[config.mk]
export PLATFORM = sky130hd
export DESIGN_NAME = mem_dump_reader
export DESIGN_NICKNAME = d
export VERILOG_FILES = /design/src/rtl/mem_dump_reader.sv
export SDC_FILE = /design/constraint.sdc
export NUM_CORES = 1
export LEC_CHECK = 0
export CORE_MARGIN = 2
export CORE_UTILIZATION = 51
export DETAILED_ROUTE_END_ITERATION = 7
export PLACE_DENSITY_LB_ADDON = 0.08
export SLEW_MARGIN = 20
export SYNTH_ARGS = -nofsm -noshare
export SYNTH_HDL_FRONTEND = slang
export SYNTH_SLANG_ARGS = --single-unit
[constraint.sdc]
create_clock -name clk -period 3 [get_ports clk]
set_input_delay 0.6 -clock clk [delete_from_list [all_inputs] [get_ports clk]]
set_output_delay 0.6 -clock clk [all_outputs]
set_load 0.02 [all_outputs]
[src/rtl/mem_dump_reader.sv]
// Sequential memory readback engine: walks [base_addr, base_addr+word_count) through a
// synchronous read port and streams {address, data} pairs out over valid/ready.
module mem_dump_reader #(
    parameter int unsigned ADDR_W = 16,
    parameter int unsigned DATA_W = 32
) (
    input  logic              clk,
    input  logic              reset_n,
    input  logic              start,
    input  logic              abort,
    input  logic [ADDR_W-1:0] base_addr,
    input  logic [ADDR_W-1:0] word_count,
    output logic              mem_rd_en,
    output logic [ADDR_W-1:0] mem_addr,
    input  logic [DATA_W-1:0] mem_rdata,
    output logic              out_valid,
    input  logic              out_ready,
    output logic [DATA_W-1:0] out_data,
    output logic [ADDR_W-1:0] out_addr,
    output logic              busy,
    output logic              done,
    output logic [DATA_W-1:0] checksum
);

    typedef enum logic [2:0] {StIdle, StRd, StCap, StSend, StFin} state_e;

    state_e              state_q, state_d;
    logic [ADDR_W-1:0]   addr_q, addr_d;
    logic [ADDR_W-1:0]   rem_q, rem_d;
    logic                mem_rd_en_q, mem_rd_en_d;
    logic [ADDR_W-1:0]   mem_addr_q, mem_addr_d;
    logic                out_valid_q, out_valid_d;
    logic [DATA_W-1:0]   out_data_q, out_data_d;
    logic [ADDR_W-1:0]   out_addr_q, out_addr_d;
    logic                busy_q, busy_d;
    logic                done_q, done_d;
    logic [DATA_W-1:0]   checksum_q, checksum_d;
    logic [ADDR_W-1:0]   addr_inc;

    assign addr_inc = addr_q + ADDR_W'(1);

    // All outputs are registered, so each transition also loads the values the
    // next state presents (read strobe for RD, done for FIN).
    always_comb begin
        state_d     = state_q;
        addr_d      = addr_q;
        rem_d       = rem_q;
        mem_rd_en_d = 1'b0;
        mem_addr_d  = mem_addr_q;
        out_valid_d = out_valid_q;
        out_data_d  = out_data_q;
        out_addr_d  = out_addr_q;
        busy_d      = busy_q;
        done_d      = 1'b0;
        checksum_d  = checksum_q;

        unique case (state_q)
            StIdle: begin
                if (start) begin
                    addr_d     = base_addr;
                    rem_d      = word_count;
                    checksum_d = '0;
                    busy_d     = 1'b1;
                    if (word_count == '0) begin
                        state_d = StFin;
                        done_d  = 1'b1;
                    end else begin
                        state_d     = StRd;
                        mem_rd_en_d = 1'b1;
                        mem_addr_d  = base_addr;
                    end
                end
            end
            StRd: begin
                state_d = StCap;
            end
            StCap: begin
                out_data_d  = mem_rdata;
                out_addr_d  = addr_q;
                out_valid_d = 1'b1;
                state_d     = StSend;
            end
            StSend: begin
                if (out_ready) begin
                    checksum_d  = checksum_q + out_data_q;
                    out_valid_d = 1'b0;
                    addr_d      = addr_inc;
                    rem_d       = rem_q - ADDR_W'(1);
                    if (rem_q == ADDR_W'(1)) begin
                        state_d = StFin;
                        done_d  = 1'b1;
                    end else begin
                        state_d     = StRd;
                        mem_rd_en_d = 1'b1;
                        mem_addr_d  = addr_inc;
                    end
                end
            end
            StFin: begin
                state_d = StIdle;
                busy_d  = 1'b0;
            end
            default: begin
                state_d = StIdle;
                busy_d  = 1'b0;
            end
        endcase

        // Abort overrides everything, including a transfer in the same cycle.
        if (abort && (state_q != StIdle)) begin
            state_d     = StIdle;
            addr_d      = addr_q;
            rem_d       = rem_q;
            mem_rd_en_d = 1'b0;
            mem_addr_d  = mem_addr_q;
            out_valid_d = 1'b0;
            out_data_d  = out_data_q;
            out_addr_d  = out_addr_q;
            busy_d      = 1'b0;
            done_d      = 1'b0;
            checksum_d  = checksum_q;
        end
    end

    always_ff @(posedge clk or negedge reset_n) begin
        if (!reset_n) begin
            state_q     <= StIdle;
            addr_q      <= '0;
            rem_q       <= '0;
            mem_rd_en_q <= 1'b0;
            mem_addr_q  <= '0;
            out_valid_q <= 1'b0;
            out_data_q  <= '0;
            out_addr_q  <= '0;
            busy_q      <= 1'b0;
            done_q      <= 1'b0;
            checksum_q  <= '0;
        end else begin
            state_q     <= state_d;
            addr_q      <= addr_d;
            rem_q       <= rem_d;
            mem_rd_en_q <= mem_rd_en_d;
            mem_addr_q  <= mem_addr_d;
            out_valid_q <= out_valid_d;
            out_data_q  <= out_data_d;
            out_addr_q  <= out_addr_d;
            busy_q      <= busy_d;
            done_q      <= done_d;
            checksum_q  <= checksum_d;
        end
    end

    assign mem_rd_en = mem_rd_en_q;
    assign mem_addr  = mem_addr_q;
    assign out_valid = out_valid_q;
    assign out_data  = out_data_q;
    assign out_addr  = out_addr_q;
    assign busy      = busy_q;
    assign done      = done_q;
    assign checksum  = checksum_q;

endmodule

==> impl_metrics.py <==
metrics = {
    "run": {
        "drv_cap": 0,
    },
    "cells_and_area": {
        "nets": 1052,
        "insertedDiodeCount": 0,
        "final_cell_mix": "clkdlybuf4s50_1, dfrtp_1, nand2_1",
        "finalNonFillerCells": 1145,
        "syn2layout_area_growth_pct": 33.4,
        "final_common_cell": "clkdlybuf4s50_1",
        "fin_util_pct": 69.5,
        "layout-drive-gt1-share_pct": 12.2,
    },
    "yosys": {
        "ys_async_sr_fraction_pct": 100,
        "syn-cell-area_um2": 7570,
        "syn_area_per_cell_um2": 9.61,
        "syn_nets": 892,
        "ys_ff_latch": 135,
        "yosysUniqueCellTypes": 67,
        "ys.warnings.count": 0,
        "seq_area_frac_synth_pct": 44.6,
        "synth-main-ff-cell": "dfrtp_1",
        "synth_edf_count": 0,
        "syn_inst": 788,
    },
    "grt": {
        "grt_max_degree": 71,
        "grt_overflow": 0,
        "grt_use_total_pct": 26.3,
        "grt_pass1_vias": 6834,
        "antenna_found_initial": 0,
        "grt_first_pass_wirelength_mm": 33.9,
    },
    "detailed_routing": {
        "wl_per_cell_um": 17.7,
        "dr.pass1.iters": 5,
        "drc": 0,
        "wl_mm": 20.2,
        "post_drt_via_cell_ratio": 5.84,
        "drt-met1-wl_mm": 8.66,
        "top_layer": "met4",
        "final_antenna_net_count": 0,
        "met3WireLength_mm": 1.35,
        "vias": 6688,
        "drt_iter0_drc": 514,
        "wl_met2_mm": 9.85,
    },
    "worst_setup_path": {
        "slowest_delay_ns": 0.39,
        "path_cells": "ha_1, inv_1, fa_1, nand2b_1, a21oi_1, o21a_1, o311ai_2, a211oi_2, o311ai_1, and3_1, o31ai_2",
        "end_kind": "flop",
        "worstSetupPathType": "flop to flop",
        "crit_required_ns": 3.34,
        "crit_path_max_fanout": 4,
        "cp-start-kind": "flop",
        "arrival_ns": 3.12,
        "cp_slowest_cell": "fa_1",
    },
    "power": {
        "swShare_pct": 41.1,
        "internal-power_mw": 6.48,
        "p_seq_share_pct": 31.2,
        "p_per_area_nw_per_um2": 1090,
        "p_sw_mw": 4.51,
        "p_leak_nw": 4.24,
        "vdd_ir_drop_max_mv": 0.603,
        "clockPowerShare_pct": 20.7,
        "pwr-share-comb_pct": 48.1,
    },
    "clock_network": {
        "clock-sinks": 135,
        "numCtsBuffers": 17,
        "cts.path.max_buffers": 2,
        "cts_resized": 0,
        "ctsHoldBuffers": 0,
        "cts_root_buf": "clkbuf_16",
        "clk_pin_slew_ns": 0.06,
        "htreeDepth": 4,
        "clock_latency_ns": 0.43,
        "cts_setup_buffers": 0,
        "cts_tree": "done",
    },
    "floorplanning": {
        "ios": 169,
        "die_y_um": 126,
        "dieArea_um2": 15800,
        "fp.coreArea_um2": 14500,
        "die_w_um": 126,
        "rows": 44,
        "start_util_pct": 52.1,
    },
    "sta": {
        "final.min_clock_period_ns": 2.78,
        "fin_crit_sh_pct": 92.7,
        "maxSlewHeadroom_pct": 42.7,
        "rsz0062_at_grt": "false",
        "slew_violations": 0,
        "fin_setup_tns_ns": 0,
        "timing.fmax_ghz": 0.359,
        "finalClockSkew_ns": 0.00894,
        "setup_viol": 0,
        "hold_violations": 0,
        "tightest_slew_ns": 0.860,
    },
    "min_path": {
        "worstHoldPathType": "primary input to async pin",
    },
    "outcome": {
        "status": "finished, final reports clean",
    },
    "placed_design": {
        "gp_congestion": 0.893,
        "port_buffers": 168,
        "dp_hpwl_mm": 14.0,
        "dpl.cell_count": 1113,
    },
}
[through the flow]
| step | worst slack (ns) | area (µm²) | hold slack, ns | power (mW) |
|---|---|---|---|---|
| detailed placement | 0.204 | 9460 | 0.470 | 8.67 |
| global placement | 0.330 | 9460 | 0.462 | 8.51 |
| CTS | 0.206 | 10100 | 0.198 | 11.0 |
| global route | 0.00346 | 10100 | 0.221 | 11.7 |
| finish | 0.218 | 10100 | 0.155 | 11.0 |
| floorplan | 0.393 | 7570 | 0.304 | 6.61 |
[critical path: cells and delay by family, from the launching register on]
family | cells | cell delay [ns]
DFF | 1 | 0.37
and+or+nand+nor | 2 | 0.40
AOI/OAI and AO/OA | 6 | 1.30
adders and majority gates | 2 | 0.57
buffers and inverters | 1 | 0.06
[cell type report]
class	instances	area, µm²
Tap cell	184	230
Sequential cell	135	3380
Inverter	19	73.8
Timing Repair Buffer	179	1790
Fill cell	1101	4430
Clock inverter	14	198
Multi-Input combinational cell	596	3990
Clock buffer	18	439
[synthesized netlist by cell type, drive strengths merged (6+ instances only)]
master / number / area, µm²
nand2: 100 / 378
a31oi: 6 / 37.5
xor2: 17 / 149
nor2: 52 / 195
ha: 34 / 425
nand3: 17 / 85.1
xnor2: 18 / 158
inv: 19 / 73.8
nor4: 15 / 145
mux2: 55 / 634
nor3: 18 / 90.1
a211oi: 7 / 57.6
dfrtp: 135 / 3380
o31ai: 7 / 57.6
o21ai: 78 / 390
o22ai: 6 / 37.5
nand4: 6 / 43.8
o21bai: 7 / 52.6
a21oi: 70 / 350
clkbuf: 34 / 128
a21o: 10 / 75.1
mux2i: 6 / 60.1
[sequential cells by signal (all words and copies together), names as in the netlist, 3 cells and up]
| signal | cells |
|---|---|
| out_data | 32 |
| rem_q | 16 |
| out_addr | 16 |
| checksum | 32 |
| addr_q | 16 |
| state_q | 3 |
| mem_addr | 16 |
[power groups by stage]
stage	combinational [mW]	sequential [mW]	clock [mW]
finish	5.29	3.43	2.28
global route	5.77	3.54	2.38
CTS	5.30	3.42	2.30
detailed placement	5.24	3.43	0
global placement	5.14	3.37	0
floorplan	2.70	3.91	0
[metal layers]
metal,vias to the layer above,global-route usage (%)
met5,-,0
met4,0,8.08
met3,30,7.77
met2,223,43.7
met1,3265,33.3
li1,3170,-
[worst paths after layout]
path / start / endpoint / slack [ns] / cells past startpoint
worst max-delay path: out_data[0] / checksum[24] / 0.22 / 11
max in group asynchronous: reset_n / out_data[6] / 1.97 / 2
worst max register to register: out_data[0] / checksum[24] / 0.22 / 11
worst min-delay path: reset_n / rem_q[4] / 0.15 / 1
min in group clk: mem_addr[9] / mem_addr[9] / 0.48 / 2
worst min register to register: mem_addr[9] / mem_addr[9] / 0.48 / 2
[cell families (layout without fill, tap and decap cells)]
group | Yosys count | count (layout) | share of synthesized area (%)
simple gates | 239 | 239 | 15.2
fa+ha+maj | 35 | 35 | 5.88
xor+xnor | 35 | 35 | 4.05
compound gates | 226 | 226 | 18.1
mux | 61 | 61 | 9.17
buf+inv | 57 | 230 | 2.99
flops | 135 | 135 | 44.6
No activity file was read; power rests on OpenSTA's default activity.
